## src/rtl/keccak_pkg.sv

```systemverilog
// Shared Keccak types, SHAKE rate constants, lane addressing and squeeze FSM states.
package keccak_pkg;

  typedef logic [63:0] lane_t;
  typedef lane_t [4:0][4:0] state_t;

  localparam int unsigned SHAKE128_RATE_LANES = 21;
  localparam int unsigned SHAKE256_RATE_LANES = 17;

  typedef struct packed {
    logic [2:0] x;
    logic [2:0] y;
  } lane_xy_t;

  typedef enum logic [1:0] {
    SQ_IDLE,
    SQ_WAIT_STATE,
    SQ_STREAM
  } sq_state_t;

  // Linear lane L sits at x = L mod 5, y = L div 5.
  function automatic lane_xy_t lane_xy(input logic [4:0] l);
    lane_xy_t r;
    r.x = 3'(l % 5);
    r.y = 3'(l / 5);
    return r;
  endfunction

endpackage

```

## src/rtl/keccak_lane_sel.sv

```systemverilog
// Combinational 25:1 lane multiplexer: picks state[x][y] for linear lane index L.
module keccak_lane_sel
  import keccak_pkg::*;
(
  input  state_t     state,
  input  logic [4:0] lane_idx,
  output lane_t      lane
);

  lane_xy_t xy;

  always_comb begin
    xy   = lane_xy(lane_idx);
    lane = '0;
    if (lane_idx < 5'd25) begin
      lane = state[xy.x][xy.y];
    end
  end

endmodule

```

## src/rtl/keccak_squeeze.sv

```systemverilog
// SHAKE sponge squeeze: streams rate lanes of the permuted state as 64-bit words
// and requests a further permutation whenever the rate is exhausted.
module keccak_squeeze
  import keccak_pkg::*;
#(
  parameter int unsigned RATE_LANES = SHAKE128_RATE_LANES,
  parameter int unsigned LEN_W      = 16
) (
  input  logic             clk,
  input  logic             rst,
  input  logic             start_i,
  input  logic [LEN_W-1:0] out_len_i,
  input  state_t           state_i,
  input  logic             state_valid_i,
  output logic             perm_req_o,
  output lane_t            out_data_o,
  output logic             out_valid_o,
  input  logic             out_ready_i,
  output logic             out_last_o,
  output logic             busy_o,
  output logic             done_o
);

  localparam int unsigned LANE_W = (RATE_LANES > 1) ? $clog2(RATE_LANES) : 1;
  localparam logic [LANE_W-1:0] LAST_LANE = LANE_W'(RATE_LANES - 1);
  localparam logic [LEN_W-1:0]  ONE_LEFT  = LEN_W'(1);

  sq_state_t         state_q, state_d;
  state_t            state_buf;
  logic [LANE_W-1:0] lane_q, lane_d;
  logic [LEN_W-1:0]  remaining_q, remaining_d;
  logic              perm_req_q, perm_req_d;
  logic              done_q, done_d;
  logic              load_buf;
  lane_t             sel_lane;

  keccak_lane_sel u_lane_sel (
    .state    (state_buf),
    .lane_idx (5'(lane_q)),
    .lane     (sel_lane)
  );

  always_comb begin
    state_d     = state_q;
    lane_d      = lane_q;
    remaining_d = remaining_q;
    perm_req_d  = 1'b0;
    done_d      = 1'b0;
    load_buf    = 1'b0;
    case (state_q)
      SQ_IDLE: begin
        if (start_i) begin
          if (out_len_i != '0) begin
            remaining_d = out_len_i;
            lane_d      = '0;
            state_d     = SQ_WAIT_STATE;
          end else begin
            done_d = 1'b1;
          end
        end
      end
      SQ_WAIT_STATE: begin
        if (state_valid_i) begin
          load_buf = 1'b1;
          state_d  = SQ_STREAM;
        end
      end
      SQ_STREAM: begin
        if (out_ready_i) begin
          remaining_d = remaining_q - 1'b1;
          // Completion wins over rate exhaustion: no trailing permutation request.
          if (remaining_q == ONE_LEFT) begin
            state_d = SQ_IDLE;
            done_d  = 1'b1;
          end else if (lane_q == LAST_LANE) begin
            lane_d     = '0;
            perm_req_d = 1'b1;
            state_d    = SQ_WAIT_STATE;
          end else begin
            lane_d = lane_q + 1'b1;
          end
        end
      end
      default: state_d = SQ_IDLE;
    endcase
  end

  always_ff @(posedge clk or negedge rst) begin
    if (!rst) begin
      state_q     <= SQ_IDLE;
      state_buf   <= '0;
      lane_q      <= '0;
      remaining_q <= '0;
      perm_req_q  <= 1'b0;
      done_q      <= 1'b0;
    end else begin
      state_q     <= state_d;
      lane_q      <= lane_d;
      remaining_q <= remaining_d;
      perm_req_q  <= perm_req_d;
      done_q      <= done_d;
      if (load_buf) begin
        state_buf <= state_i;
      end
    end
  end

  assign out_valid_o = (state_q == SQ_STREAM);
  assign out_data_o  = out_valid_o ? sel_lane : '0;
  assign out_last_o  = out_valid_o && (remaining_q == ONE_LEFT);
  assign busy_o      = (state_q != SQ_IDLE);
  assign perm_req_o  = perm_req_q;
  assign done_o      = done_q;

endmodule

```

## config.mk

```make
export PLATFORM = sky130hd
export DESIGN_NAME = keccak_squeeze
export DESIGN_NICKNAME = d
export VERILOG_FILES = /design/src/rtl/keccak_pkg.sv /design/src/rtl/keccak_lane_sel.sv /design/src/rtl/keccak_squeeze.sv
export SDC_FILE = /design/constraint.sdc
export NUM_CORES = 2
export LEC_CHECK = 0
export ABC_AREA = 1
export CORE_AREA = 2 2 650 652
export CTS_BUF_LIST = sky130_fd_sc_hd__clkbuf_4
export CTS_CLUSTER_SIZE = 20
export DETAILED_ROUTE_END_ITERATION = 8
export DIE_AREA = 0 0 652 654
export PLACE_DENSITY = 0.46
export SYNTH_ARGS = -nofsm -noshare
export SYNTH_HDL_FRONTEND = slang
export SYNTH_SLANG_ARGS = --single-unit
```

## constraint.sdc

```tcl
create_clock -name clk -period 5.4 [get_ports clk]
set_input_delay 1.08 -clock clk [delete_from_list [all_inputs] [get_ports clk]]
set_output_delay 1.08 -clock clk [all_outputs]
set_load 0.03 [all_outputs]
```

==> results by group <==
Timing
  • Worst slew pin tran: 1.21 ns
  • Slew margin rel.: between 10% and 20%
  • Max Clk Rate: 147 MHz
  • # setup viols final: 64
  • Max Transition Viols Final: 0
  • Period utilization: 126%
  • Minimum hold slack: between 0.2 and 0.3 ns
  • Worst Clk Skew: 0.121 ns
  • Tmin final: 6.81 ns
  • RSZ-0062 raised after global routing: yes
  • Final hold vios: 0
  • Final setup margin: -1.41 ns

Logic synthesis
  • Async SR Flop Fraction: 100%
  • Mean Syn Cell Area: 10.0 sq um
  • Cells after Synth: 7736
  • Distinct cell type count of the synthesized netlist: 40
  • Net count after synthesis: roughly 9400
  • Largest cells by area after synthesis: dfrtp_1 (52%), mux2_2 (20%), nand2_1 (7.4%), nand3_1 (3.6%), nor2_1 (3.0%)
  • Main flop type after synthesis: dfrtp_1
  • Yosys top cell area share: between 50 and 60%
  • Netlist Area Pre-Place: 77500 sq um
  • Number of synthesized flops with an enable pin: 0
  • Post-synthesis sequential area ratio: 52.5%
  • Yosys top cell by area: dfrtp_1
  • Yosys warnings: 0
  • Seq cells post-synth: 1625

Global route
  • Largest net degree at the start of global routing: 152
  • First-pass GRT wire length: roughly 640000 um
  • Initial antenna violation count: about 270
  • GRT overflow: 0
  • Vias in the first global route: approximately 76000
  • Gr usage total: between 20 and 25%

Layout
  • Sequential cell area: 40700 sq um
  • Final non-filler cell total: 17000
  • Finished Core Util: 30.4%
  • Layout cells sized above 1: 30.0%
  • Filler Cell Count: 44100
  • Area occupied by multi-input gates: 36100 sq um
  • Commonest cells after routing, fill and taps aside: dfrtp_1 (1624), clkdlybuf4s50_1 (1624), mux2_2 (1349)
  • Nets: between 10000 and 15000
  • Area Overhead vs Synth: 64.2%

Routing
  • Drt initial violations: 5129
  • Uppermost layer routed: met5
  • Pre-antenna DRT Iters: 7
  • Metal1 wirelength: 199000 um
  • Vias per cell: 4.35
  • Drt wl/cell: approximately 28 um
  • Met2 routed WL: around 230000 um
  • DRC: 0
  • Vias: 74100
  • Routed wire length: 479000 um
  • Final ANT Viol Nets: 0
  • DR WL met3: 24600 um

Pwr
  • Clock share of power: 19.8%
  • Peak VDD IR: 0.000272 V
  • Total power: 60.8 mW
  • Sequential Power Share: 36.0%
  • Combinational group share of total power: 44.2%
  • NetSw: between 20 and 25 mW
  • Switching portion of total power: approximately two fifths
  • Leakage: about 54 nW
  • Int Power: 37.1 mW
  • Pwr Density: 478 nW/um^2

Setup path
  • CP endpoint kind: primary output
  • Crit Path Class: reg -> out
  • Slowest cell on crit path: dfrtp_1
  • CP dominant cell by count: nand2_1
  • Crit-path max FO: 31
  • Critical path arrival: ~5.7 ns
  • Slowest cell delay on critical path: approximately 0.39 ns
  • Top delay family on crit path: simple AND/OR/NAND/NOR gates
  • Required time of the critical path: approximately 4.3 ns
  • Sum of buffers and inverters on the critical path: 7
  • Worst Setup Start Kind: flip-flop

Floorplan
  • Die width: 652 um
  • # rows: 238
  • Die area: 426000 sq um
  • Die Y: 654 um
  • Core Box Area: 419000 sq um
  • Initial core utilization: 18.5%
  • I/O Pins: 1690

Place
  • Count of input and output buffers: 1689
  • Placer congestion estimate: between 0.8 and 0.9
  • Total placed cells including tap cells: between 10000 and 15000
  • DP Wirelength: ~370000 um

Clocking
  • TritonCTS Buffers: 481
  • CTS tree: built
  • H-tree depth: 5
  • Clock buffer depth: 4
  • Clock root buffer: clkbuf_4
  • Worst-Skew Late Latency: between 1 and 1.5 ns
  • Reg clk slew, reported paths: 0.06 ns
  • CTS Sinks: ~1600

Worst hold path
  • Worst min path class: in -> reg

Outcome
  • Failing checks: negative setup slack
  • Outcome: finished with violations

Flow run
  • Max_cap viols: 0
-- power groups by stage --
stage	registers [mW]	logic, mW	clock network [mW]
global route	22.5	28.9	13.1
CTS	21.8	27.1	12.5
detailed placement	21.9	25.1	0
global placement	21.9	24.9	0
finish	21.9	26.8	12.1
floorplan	20.4	13.8	0
-- synth_stat cells, types with 10 or more instances --
library cell,number
o21ai_1,36
dfrtp_1,1625
buf_1,40
o211ai_1,194
nor2_1,623
buf_4,17
a21oi_1,448
nand4_1,27
o21ai_0,182
mux2i_1,63
o22ai_1,12
nand2_1,1522
o311ai_0,26
clkbuf_1,385
inv_1,296
nand3_1,564
or2_2,130
mux2_2,1349
ha_1,10
a31oi_1,18
buf_2,107
-- layout make-up --
cell class              instances  area share, %
repair inverters                2         0.0197
well taps                    5520           5.43
diodes                        158          0.311
inverters                     307          0.969
multi-input cells            5248           28.3
clock buffers                 693           4.09
repair buffers               3356           28.3
flip-flops and latches       1625           32.0
clock inverters               134          0.577
-- stage by stage --
| step | worst slack [ns] | area (sq um) | setup TNS [ns] |
|---|---|---|---|
| floorplan | 0.0398 | 77700 | 0 |
| global placement | -0.795 | 106000 | -29.82 |
| detailed placement | -0.811 | 106000 | -29.99 |
| CTS | -1.80 | 126000 | -109.56 |
| global route | -1.77 | 127000 | -108.32 |
| finish | -1.41 | 127000 | -83.47 |
-- layer usage --
metal  global-route usage [%]  up-vias
met5                        0        -
li1                         -    33200
met1                     26.7    37200
met2                     36.4     2722
met3                     3.74      857
met4                     10.4       70
-- sequential cells by signal, indices dropped and copies added, names as in the netlist --
register,count
state_q,2
remaining_q,16
perm_req_o,1
state_buf,1600
done_o,1
lane_q,5
-- timing repair --
| item | 4_1_cts | 5_1_grt |
|---|---|---|
| endpoints found under the hold margin | 1131 | 0 |
| cloned | 30 | 6 |
| pin swaps | 101 | 76 |
| hold buffers | 996 | 0 |
| resized for setup | 522 | 197 |
| buffers inserted | 86 | 27 |
| setup endpoints to repair | 64 | 64 |
-- path summary, 6_finish.rpt --
kind	slack, ns	from	endpoint	cells past startpoint
hold / removal	0.25	state_i[1352]	state_buf[1352]	2
min in group asynchronous	0.33	rst	state_buf[20]	2
setup reg to reg	1.61	state_q[1]	lane_q[3]	11
hold reg to reg	0.50	state_buf[993]	state_buf[993]	1
setup / recovery	-1.41	lane_q[2]	out_data_o[17]	28
max in group asynchronous	3.54	rst	state_buf[78]	3
-- kinds of logic (layout without fill, tap and decap cells) --
family / count (synthesis) / in the layout / synth area share, %
compound gates: 924 / 924 / 6.81
xor+xnor: 7 / 7 / 0.0791
fa+ha+maj: 10 / 10 / 0.161
buf+inv: 863 / 4492 / 4.49
flops: 1625 / 1625 / 52.5
mux: 1412 / 1412 / 20.4
other cells: 0 / 158 / 0
simple gates: 2895 / 2895 / 15.6
Note: power is estimated with default switching activity, not from simulation.
